`src/rtl/uart_byte_receiver.sv`:
```
// Oversampling 8N1 UART receiver with a small output FIFO and single-cycle error pulses.
// Optional even-parity frame support is compiled in with `define UART_RX_PARITY_EN.
module uart_byte_receiver #(
  parameter int CLOCK_FREQUENCY = 100_000_000,
  parameter int BAUD_RATE       = 115_200,
  parameter int FIFO_DEPTH      = 4
) (
  input  logic       clock,
  input  logic       reset,
  input  logic       uart_receive,
  output logic [7:0] data_out,
  output logic       data_out_valid,
  input  logic       data_out_ready,
  output logic       framing_error,
  output logic       overrun_error,
  output logic       parity_error
);

  // state  | meaning
  // IDLE   | line idle, waiting for a low synchronized bit
  // START  | half-bit wait, then confirm the start bit (high = glitch)
  // DATA   | sample 8 data bits, LSB first, one per bit period
  // PARITY | sample the parity bit (parity builds only)
  // STOP   | sample the stop bit, then write, drop or flag the byte
  // BREAK  | line held low after a framing fault, wait for it to go high
  typedef enum logic [2:0] {
    S_IDLE, S_START, S_DATA, S_PARITY, S_STOP, S_BREAK
  } state_t;

  localparam int CPB = CLOCK_FREQUENCY / BAUD_RATE;
  localparam int TW  = $clog2(CPB);
  localparam int AW  = $clog2(FIFO_DEPTH);
  localparam logic [TW-1:0] TC_FULL = TW'(CPB - 1);
  localparam logic [TW-1:0] TC_HALF = TW'(CPB / 2 - 1);

  logic          rx_meta_q, rx_s_q;
  state_t        state_q, state_d;
  logic [TW-1:0] timer_q, timer_d;
  logic [2:0]    bit_idx_q, bit_idx_d;
  logic [7:0]    shift_q, shift_d;
  logic          framing_q, framing_d;
  logic          overrun_q, overrun_d;
  logic [AW:0]   wr_ptr_q, rd_ptr_q;
  logic [7:0]    mem_q [FIFO_DEPTH];
  logic          wr_en, pop, fifo_full, fifo_empty, parity_bad, timer_full;

`ifdef UART_RX_PARITY_EN
  logic par_bit_q, par_bit_d;
  logic parity_q, parity_d;
  assign parity_bad   = ^{shift_q, par_bit_q};
  assign parity_error = parity_q;
`else
  assign parity_bad   = 1'b0;
  assign parity_error = 1'b0;
`endif

  assign fifo_empty     = (wr_ptr_q == rd_ptr_q);
  assign fifo_full      = (wr_ptr_q[AW] != rd_ptr_q[AW]) &&
                          (wr_ptr_q[AW-1:0] == rd_ptr_q[AW-1:0]);
  assign data_out_valid = !fifo_empty;
  assign data_out       = mem_q[rd_ptr_q[AW-1:0]];
  assign pop            = data_out_valid && data_out_ready;
  assign framing_error  = framing_q;
  assign overrun_error  = overrun_q;
  assign timer_full     = (timer_q == TC_FULL);

  always_comb begin
    state_d   = state_q;
    timer_d   = timer_q + TW'(1);
    bit_idx_d = bit_idx_q;
    shift_d   = shift_q;
    framing_d = 1'b0;
    overrun_d = 1'b0;
    wr_en     = 1'b0;
`ifdef UART_RX_PARITY_EN
    par_bit_d = par_bit_q;
    parity_d  = 1'b0;
`endif
    case (state_q)
      S_IDLE: begin
        timer_d = '0;
        if (!rx_s_q) state_d = S_START;
      end
      S_START: begin
        if (timer_q == TC_HALF) begin
          timer_d   = '0;
          bit_idx_d = '0;
          state_d   = rx_s_q ? S_IDLE : S_DATA;
        end
      end
      S_DATA: begin
        if (timer_full) begin
          timer_d   = '0;
          shift_d   = {rx_s_q, shift_q[7:1]};
          bit_idx_d = bit_idx_q + 3'd1;
`ifdef UART_RX_PARITY_EN
          if (bit_idx_q == 3'd7) state_d = S_PARITY;
`else
          if (bit_idx_q == 3'd7) state_d = S_STOP;
`endif
        end
      end
`ifdef UART_RX_PARITY_EN
      S_PARITY: begin
        if (timer_full) begin
          timer_d   = '0;
          par_bit_d = rx_s_q;
          state_d   = S_STOP;
        end
      end
`endif
      S_STOP: begin
        if (timer_full) begin
          timer_d = '0;
          if (!rx_s_q) begin
            // A framing fault masks any parity fault on the same frame.
            framing_d = 1'b1;
            state_d   = S_BREAK;
          end else begin
            state_d = S_IDLE;
            if (parity_bad) begin
`ifdef UART_RX_PARITY_EN
              parity_d = 1'b1;
`endif
            end else if (fifo_full && !pop) begin
              overrun_d = 1'b1;
            end else begin
              wr_en = 1'b1;
            end
          end
        end
      end
      S_BREAK: begin
        timer_d = '0;
        if (rx_s_q) state_d = S_IDLE;
      end
      default: state_d = S_IDLE;
    endcase
  end

  always_ff @(posedge clock or negedge reset) begin
    if (!reset) begin
      rx_meta_q <= 1'b1;
      rx_s_q    <= 1'b1;
      state_q   <= S_IDLE;
      timer_q   <= '0;
      bit_idx_q <= '0;
      shift_q   <= '0;
      framing_q <= 1'b0;
      overrun_q <= 1'b0;
`ifdef UART_RX_PARITY_EN
      par_bit_q <= 1'b0;
      parity_q  <= 1'b0;
`endif
    end else begin
      rx_meta_q <= uart_receive;
      rx_s_q    <= rx_meta_q;
      state_q   <= state_d;
      timer_q   <= timer_d;
      bit_idx_q <= bit_idx_d;
      shift_q   <= shift_d;
      framing_q <= framing_d;
      overrun_q <= overrun_d;
`ifdef UART_RX_PARITY_EN
      par_bit_q <= par_bit_d;
      parity_q  <= parity_d;
`endif
    end
  end

  // When full, a simultaneous pop frees the head slot, which is the one being written.
  always_ff @(posedge clock or negedge reset) begin
    if (!reset) begin
      wr_ptr_q <= '0;
      rd_ptr_q <= '0;
      for (int i = 0; i < FIFO_DEPTH; i++) mem_q[i] <= 8'h00;
    end else begin
      if (wr_en) begin
        mem_q[wr_ptr_q[AW-1:0]] <= shift_q;
        wr_ptr_q <= wr_ptr_q + (AW+1)'(1);
      end
      if (pop) rd_ptr_q <= rd_ptr_q + (AW+1)'(1);
    end
  end

endmodule

```
`config.mk`:
```
export PLATFORM = sky130hd
export DESIGN_NAME = uart_byte_receiver
export DESIGN_NICKNAME = d
export VERILOG_FILES = /design/src/rtl/uart_byte_receiver.sv
export SDC_FILE = /design/constraint.sdc
export NUM_CORES = 1
export LEC_CHECK = 0
export CAP_MARGIN = 5
export CORE_MARGIN = 1
export CORE_UTILIZATION = 40
export DETAILED_ROUTE_END_ITERATION = 6
export PLACE_DENSITY = 0.68
export REMOVE_ABC_BUFFERS = 1
export SLEW_MARGIN = 0
export SYNTH_ARGS = -nofsm -noshare
export SYNTH_HDL_FRONTEND = slang
export SYNTH_SLANG_ARGS = --single-unit
export TNS_END_PERCENT = 1
```
`constraint.sdc`:
```
create_clock -name clock -period 1.8 [get_ports clock]
set_input_delay 0.27 -clock clock [delete_from_list [all_inputs] [get_ports clock]]
set_output_delay 0.27 -clock clock [all_outputs]
set_load 0.02 [all_outputs]
```
## Word-level counts from Yosys, hierarchy flattened

Index checks and enable logic that the tools add are counted.

- Bits in registers: 66
- Input port bits: 4
- Output and inout bits: 12
- Word-level logic and storage cells: 84

- $add $sub $neg: 4
- $lt $le $gt $ge: 3
- Equal/unequal tests: 16
- Muxes and demuxes: 32
- Bitwise gates (word level): 2
- Reduce and logical (&&, ||, !) cells: 13

Operators by type and width:

| cell | number |
|---|---|
| $bwmux W32 | 1 |
| $pmux W10 S3 | 1 |
| $mux W3 | 9 |
| $mux W8 | 3 |
| $mux W10 | 2 |
| $bmux W8 S2 | 1 |
| $demux W8 S2 | 1 |
| $pmux W3 S5 | 1 |
| $ne A2 B2 Y1 const B | 6 |
| $mux W1 | 11 |
| $add A10 B1 Y10 const B | 1 |
| $eq A10 B10 Y1 const B | 1 |
| $eq A10 B9 Y1 const B | 1 |
| $add A3 B1 Y3 const B | 3 |
| $eq A3 B3 Y1 const B | 3 |
| $ge A3 B3 Y1 const B | 2 |
| $not A2 Y3 | 2 |
| $pmux W3 S2 | 1 |
| $reduce_and A6 Y1 | 1 |
| $logic_and A1 B1 Y1 | 4 |
| $reduce_or A2 Y1 | 2 |
| $eq A3 B1 Y1 const B | 1 |
| $eq A3 B2 Y1 const B | 1 |
| $eq A3 B3 Y1 | 1 |
| other kinds (9) | 10 |

## Longest topological paths before layout

Gate-level depths: netlist (run 1).

- Depth after elaboration: 9
- Gate-level depth with buffers: 7
- Depth with buffers taken out: 6

## Least setup slack after synthesis (run 1)

OpenSTA, ideal clock, no wires.

- Path kind: reg2reg
- Start: register timer_q[0]
- End: register mem_q[0] in the netlist's numbering
- Arrival: 1,836 ps
- Path slack: -161 ps
- Stages on the path, launching flop included: 7
- Clock period less this slack: 1,961 ps
- Cells stage by stage: dfrtp_1 -> ha_1 -> and4b_1 -> buf_2 -> nand3_4 -> nor3_4 -> mux2_2

- Cells in the longest elaborated chain, start to end: 3

Ends and longest elaborated chain:

| item | line | source |
|---|---|---|
| start, declared | 38 | `logic [TW-1:0] timer_q, timer_d;` |
| start signal, assigned | 159 | `timer_q <= timer_d;` |
| $eq A10 B10 Y1 | 65 | `assign timer_full = (timer_q == TC_FULL);` |
| $mux W1 | 113 | `if (timer_full) begin` |
| $mux W1 | 79 | `case (state_q)` |
| end signal, assigned by index | 179 | `mem_q[wr_ptr_q[AW-1:0]] <= shift_q;` |
| end, declared | 44 | `logic [7:0] mem_q [FIFO_DEPTH];` |

No other way between the ends.
A chain may end at the register's enable or synchronous reset.

## Worst setup path in the final report (run 1)

- Start: register rd_ptr_q[0]
- End: output data_out[6]

- Cells in the longest elaborated chain, start to end: 4

Ends and longest elaborated chain:

| item | line | source |
|---|---|---|
| start, declared | 43 | `logic [AW:0] wr_ptr_q, rd_ptr_q;` |
| start signal, assigned | 182 | `if (pop) rd_ptr_q <= rd_ptr_q + (AW+1)'(1);` |
| $not A2 Y3 (implied by the code) | 61 | `assign data_out = mem_q[rd_ptr_q[AW-1:0]];` |
| $bmux W8 S2 | 61 |  |
| $mux W8 (implied by the code) (2 in a row) | 61 |  |
| end, declared | 11 | `output logic [7:0] data_out,` |

No other way between the ends. The select of a mux whose other input is x is not followed.

==> out/qor.yml, run 1 <==
initial_core_util_pct: 42.37
antenna_found_initial: 0
tns_ps: -3152
ys_seq_area_share_pct: 52.69
critPathBufInv: 3
min_to: "rx_meta_q"
pre_cts_ws_ps: -219.9
post_dp_cell_area_um2: 3676
synth_top_family_by_area: "multiplexers"
drt_iter0_markers: 129
hold_depth: 1
antenna_cells: 0
clk_latency_ps: 350
async_reset_ff_share_pct: 100.0
slew_viol_final: 0
rows: 31
setup_viol: 61
synth_xor_area_share_pct: 4.185
r2r_slack_ps: -110
cp.required_ps: 1530
yosys.area_share.simple_pct: 12.16
place_congestion: 0.7679
yosys_warnings: 0
fin_cells: 391
clockRootBuffer: "clkbuf_8"
h-tree-depth: 3
multi_input_area_um2: 1575
die_w_um: 90.59
worstSetupEndpointType: "primary output"
cpPeakStageDelay_ps: 520
hold_violations: 0
r2r-start: "timer_q[0]"
drv_cap: 0
min_path_type: "primary input to register"
synthMuxAreaShare_pct: 21.16
p_per_area_nw_per_um2: 893.0
crit_family: "multiplexers"
die_h_um: 90.59
fin_skew_ps: 12.59
synth_cell_types: 42
startpoint: "rd_ptr_q[0]"
min_from: "uart_receive"
fp.coreArea_um2: 7408
status: "finished with violations"
cp_max_fo: 4
grt_max_degree: 51
antenna_left: 0
routed_wl_um: 6183
min_period_ps: 1937
path_cells: "buf_12 > buf_16 > mux4_2 > buf_6"
reg2regPathDepth: 6
r2r_end: "shift_q[5]"
cts_tree: "yes"
drc_errors: 0
worstPathArrival_ps: 1670
slowest_stage: "mux4_2"
cts_inserted_buffers: 9
synthAdderAreaFrac_pct: 3.587
fin_crit_sh_pct: 107.6
io_pins: 16
leakage_nw: 1.888
max_freq_mhz: 516.1
dp_hpwl_um: 3929
finalWorstSetupSlack_ps: -137.5
portBuffers: 14
synth_edf_count: 0
clk_pin_slew_worst_paths_ps: 70
die-area_um2: 8207
gr-total-overflow: 0
final_common_cell: "dfrtp_1"
ys.flop_type: "dfrtp_1"
vdd_drop_max_v: 0.0003919
final_cell_mix: "63 x dfrtp_1, 32 x mux2_4, 32 x buf_4"
area_growth_pct: 32.64
layout-drive-gt1-share_pct: 47.26
vias_per_cell: 5.133
critPathLaunchType: "register"
grt_pass1_vias: 1985
synth_seq_cells: 66
grt_pass1_wl_um: 10230
failed_checks: "negative setup slack"
cts_sinks: 66
worstSetupPathType: "register to primary output"
grt.total_usage_pct: 16.49
dp_cells: 369
drt_first_pass_iters: 4
nFillCells: 599
synth_area_um2: 3139
rsz0062_at_grt: "true"
synth-compound-area-share_pct: 3.268
cts_buffer_depth: 2
syn_area_per_cell_um2: 13.77
wire_per_inst_um: 15.81
syn_inst: 228
final_nets: 300
seqCellArea_um2: 1655
num_vias: 2007
postLayoutCellArea_um2: 4164
power_mw: 3.719
==> power breakdown <==
| group | total, mW | internal (mW) | switching (mW) |
|---|---|---|---|
| Clock | 1.51 | 0.925 | 0.590 |
| Sequential | 1.57 | 1.53 | 0.0424 |
| Combinational | 0.636 | 0.355 | 0.281 |
==> area by class of cell <==
| cell class | count | share of cell area [%] |
|---|---|---|
| timing repair buffer | 57 | 12.98 |
| clock inverter | 6 | 2.764 |
| tap | 99 | 2.975 |
| multi-input combinational | 146 | 37.83 |
| inverter | 7 | 0.6310 |
| clock buffer | 10 | 3.065 |
| sequential | 66 | 39.75 |
==> worst reg2reg max path: stages, from the launching register on <==
cell	delay (ps)
dfrtp_1	400
ha_2	200
and4b_2	260
nand3_4	190
nor3b_4	290
buf_6	170
mux2_4	300
==> layer usage <==
| layer | part of all wire [%] | track usage (%) | wire length [um] | vias to the layer above |
|---|---|---|---|---|
| met5 | 0 | 0 | 0 | - |
| met4 | 2.1 | 8.468 | 129 | 0 |
| met3 | 2.6 | 4.040 | 162 | 10 |
| li1 | - | - | - | 933 |
| met1 | 48 | 22.05 | 2966 | 1035 |
| met2 | 47 | 24.87 | 2926 | 29 |
==> cell families (layout without fill, tap and decap cells) <==
| family | after synthesis | count (layout) |
|---|---|---|
| buffers and inverters | 16 | 80 |
| flip-flops | 66 | 66 |
| multiplexers | 51 | 51 |
| AO/OA/AOI/OAI | 13 | 13 |
| other | 1 | 1 |
| AND/OR/NAND/NOR | 57 | 57 |
| XOR/XNOR | 15 | 15 |
| adder cells (fa/ha/maj) | 9 | 9 |
==> synth_stat cells (2+ instances only) <==
library cell / instances / area [um^2]
a21oi_1: 2 / 10.01
o21ai_0: 2 / 10.01
buf_4: 5 / 37.54
and4b_1: 2 / 20.02
buf_2: 2 / 10.01
nor2_1: 15 / 56.30
inv_1: 7 / 26.28
mux4_2: 8 / 180.2
dfrtp_1: 64 / 1602
nand3_1: 4 / 20.02
nand4_1: 5 / 31.28
xor2_1: 7 / 61.31
xnor2_1: 8 / 70.07
nand2_1: 11 / 41.29
nor3_4: 4 / 65.06
nand2b_1: 2 / 12.51
a22o_1: 2 / 17.52
ha_1: 9 / 112.6
mux2_2: 43 / 484.2
nand3b_1: 2 / 15.01
dfstp_2: 2 / 52.55
nor2b_1: 2 / 12.51
==> flip-flops by register name (all words and copies together), names as in the netlist, 3 cells and up <==
register   cells
mem_q         32
timer_q       10
shift_q        8
bit_idx_q      3
rd_ptr_q       3
state_q        3
wr_ptr_q       3
==> per-stage QoR <==
stage / hold slack, ps / util (%)
after floorplan: -25.59 / -
after global placement: 225.2 / 49.62
after detailed placement: 224.4 / 49.62
after CTS: 317.3 / 53.98
after global routing: 319.2 / 56.21
final: 330.4 / 56.21
==> how the worst max path moves through the flow <==
stage	slack (ps)	cells after the start	to
floorplan	-320	5	shift_q[0]
global placement	-220	5	mem_q[27]
detailed placement	-220	6	timer_q[5]
CTS	-150	4	data_out[6]
global route	-210	6	shift_q[5]
finish	-140	4	data_out[6]
==> what timing repair did <==
| action | 4_1_cts | 5_1_grt |
|---|---|---|
| pin swaps | 5 | 9 |
| resized for setup | 50 | 40 |
| endpoints found under the setup margin | 63 | 65 |
| hold endpoints to repair | 14 | 0 |
| setup buffers | 3 | 1 |
| cloned | 1 | 0 |
| hold buffers | 1 | 0 |
Note: power is estimated with default switching activity, not from simulation.
==> run 2: changes to the inputs <==
--- a/config.mk
+++ b/config.mk
@@ -8,7 +8,9 @@
 export CAP_MARGIN = 5
 export CORE_MARGIN = 1
 export CORE_UTILIZATION = 40
+export CTS_CLUSTER_SIZE = 28
 export DETAILED_ROUTE_END_ITERATION = 6
+export GPL_ROUTABILITY_DRIVEN = 0
 export PLACE_DENSITY = 0.68
 export REMOVE_ABC_BUFFERS = 1
 export SLEW_MARGIN = 0
==> results of run 2 <==
Same layout as run 1: the final DEF is identical, and so are final timing and power.
==> run 3: changes to the inputs <==
--- a/config.mk
+++ b/config.mk
@@ -11,7 +11,7 @@
 export CTS_CLUSTER_SIZE = 28
 export DETAILED_ROUTE_END_ITERATION = 6
 export GPL_ROUTABILITY_DRIVEN = 0
-export PLACE_DENSITY = 0.68
+export PLACE_DENSITY = 0.66
 export REMOVE_ABC_BUFFERS = 1
 export SLEW_MARGIN = 0
 export SYNTH_ARGS = -nofsm -noshare
==> constraint.sdc (replaced) <==
create_clock -name clock -period 2.3 [get_ports clock]
set_input_delay 0.345 -clock clock [delete_from_list [all_inputs] [get_ports clock]]
set_output_delay 0.345 -clock clock [all_outputs]
set_load 0.02 [all_outputs]
==> run 3 against run 2 <==
Net effect:
- the flow now finishes without violations
- worst setup slack better by 300 ps
- sequential power decreased by 22%
- final cell count decreased by 7.4%
- count of clock-buffer cells in the layout unchanged
- largest cell class unchanged
==> out/qor.yml, run 3 (synthesis results as in run 1) <==
grt.total_usage_pct: 15.29  # -1.2 points
relSlewSlack_pct: 66.71
reg_top3: "mem_q: 32 flops, timer_q: 10 flops, shift_q: 8 flops"
setup_viol: 0  # -100%
reg2regPathDepth: 5  # -1
die-area_um2: 8207  # unchanged
max_freq_mhz: 467.4
worstSetupPathType: "register to primary output"
cts_sinks: 66  # unchanged
r2r_slack_ps: 160  # +270 ps
rsz0062_at_grt: "false"
min_from: "rx_meta_q"
r2r_end: "wr_ptr_q[1]"
h-tree-depth: 3  # unchanged
layout-drive-gt1-share_pct: 34.60  # -13 points
drv_cap: 0  # unchanged
final_cell_mix: "64 x dfrtp_1, 43 x mux2_2, 15 x nor2_1"
vias_per_cell: 5.058  # -1.5%
gr-total-overflow: 0  # unchanged
die_w_um: 90.59  # unchanged
leakage_nw: 1.735  # -8.1%
drt_iter0_markers: 112  # -13%
pwr-share-comb_pct: 12.8  # -4.3 points
dp_hpwl_um: 3736  # -4.9%
switching_power_mw: 0.6652  # -27%
drc_errors: 0  # unchanged
num_vias: 1831  # -8.8%
critPathLaunchType: "register"
final_nets: 271  # -9.7%
largest_register_ffs: 32  # unchanged
worstPathArrival_ps: 1790  # +120 ps
rows: 31  # unchanged
dp_cells: 345  # -6.5%
final_common_cell: "dfrtp_1"
initial_core_util_pct: 42.37  # unchanged
antenna_cells: 0  # unchanged
tns_ps: 0  # +3152 ps
cp.required_ps: 1960  # +430 ps
io_pins: 16  # unchanged
portBuffers: 14  # unchanged
clockRootBuffer: "clkbuf_8"
top_register: "mem_q"
die_h_um: 90.59  # unchanged
vdd_drop_max_v: 0.0002893  # -26%
antenna_left: 0  # unchanged
slew_viol_final: 0  # unchanged
grt_pass1_vias: 1907  # -3.9%
grt_max_degree: 54  # +5.9%
slowest_stage: "clkdlybuf4s50_1"
cpPeakStageDelay_ps: 560  # +40 ps
area_growth_pct: 19.41
seqPwrFrac_pct: 42.6  # +0.4 points
min_path_type: "register to register"
pwr-share-clk_pct: 44.6  # +3.9 points
power.internal_mw: 2.223  # -21%
power_mw: 2.888  # -22%
status: "finished clean"
min_period_ps: 2140
drt_first_pass_iters: 4  # unchanged
holdWs_ps: 357.0  # +26.55 ps
antenna_found_initial: 0  # unchanged
hold_violations: 0  # unchanged
path_cells: "buf_12 > xnor2_1 > nand3b_1 > clkdlybuf4s50_1"
switching_share_pct: 23.03  # -1.5 points
p_per_area_nw_per_um2: 770.4  # -14%
min_to: "rx_s_q"
worstSetupEndpointType: "primary output"
cts_buffer_depth: 2  # unchanged
grt_pass1_wl_um: 9722  # -4.9%
cts_inserted_buffers: 9  # unchanged
wire_per_inst_um: 15.28  # -3.3%
clk_pin_slew_worst_paths_ps: 80  # about the same
cp_max_fo: 11  # +7
fp.coreArea_um2: 7408  # unchanged
cts_tree: "yes"
fin_skew_ps: 11.68  # -0.9120 ps
r2r-start: "timer_q[0]"
fin_crit_sh_pct: 93.02
worst_pin_slew_ps: 492.7
clk_latency_ps: 340  # about the same
hold_depth: 0  # -1
fin_cells: 362  # -7.4%
routed_wl_um: 5533  # -11%
==> run 3: area by class of cell <==
cell class	instances	area (um^2)
Fill cell	656	3660
Sequential cell	66	1654
Multi-Input combinational cell	146	1396
Timing Repair Buffer	28	282.8
Clock inverter	6	137.6
Clock buffer	10	127.6
Tap cell	99	123.9
Inverter	7	26.28
==> run 3: layer usage <==
metal	up-vias	global-route usage, %	part of all wire (%)
met1	930	21.22	51
li1	875	-	-
met3	4	3.535	2.0
met4	0	6.048	1.2
met5	-	0	0
met2	22	23.17	46
==> run 3: how the worst max path moves through the flow <==
| stage | from | to | depth (start not counted) |
|---|---|---|---|
| 3_5_place_dp | data_out_ready | mem_q[14] | 4 |
| 2_1_floorplan | timer_q[0] | shift_q[0] | 5 |
| 5_1_grt | timer_q[0] | mem_q[14] | 5 |
| 3_3_place_gp | data_out_ready | mem_q[11] | 4 |
| 6_report | rd_ptr_q[0] | data_out_valid | 4 |
| 4_1_cts | rd_ptr_q[0] | data_out_valid | 4 |
==> run 3: repair_timing <==
action,4_1_cts,5_1_grt
gates resized for setup,8,0
endpoints found under the setup margin,8,0
hold buffers,1,0
hold endpoints to repair,12,0
buffers inserted,0,0
==> run 3: metrics by stage <==
stage | setup slack [ps] | utilization [%] | area [um^2]
6_report | 160.5 | 50.60 | 3749
5_1_grt | 24.14 | 50.60 | 3749
4_1_cts | 137.1 | 50.60 | 3749
3_5_place_dp | 142.5 | 47.02 | 3483
3_3_place_gp | 167.5 | 47.02 | 3483
2_1_floorplan | 184.1 | - | 3077
==> run 3: power groups by stage <==
stage,registers (mW),logic (mW),clock network (mW)
2_1_floorplan,1.29,0.158,0
5_1_grt,1.24,0.404,1.36
4_1_cts,1.23,0.381,1.31
6_report,1.23,0.369,1.29
3_5_place_dp,1.25,0.374,0
3_3_place_gp,1.25,0.369,0
==> run 3: critical path: cells and delay by family, from the launching register on <==
kind	cells	cell delay [ps]
DFF	1	400
and+or+nand+nor	1	140
buffers and inverters	2	720
xor gates and xnor gates	1	190
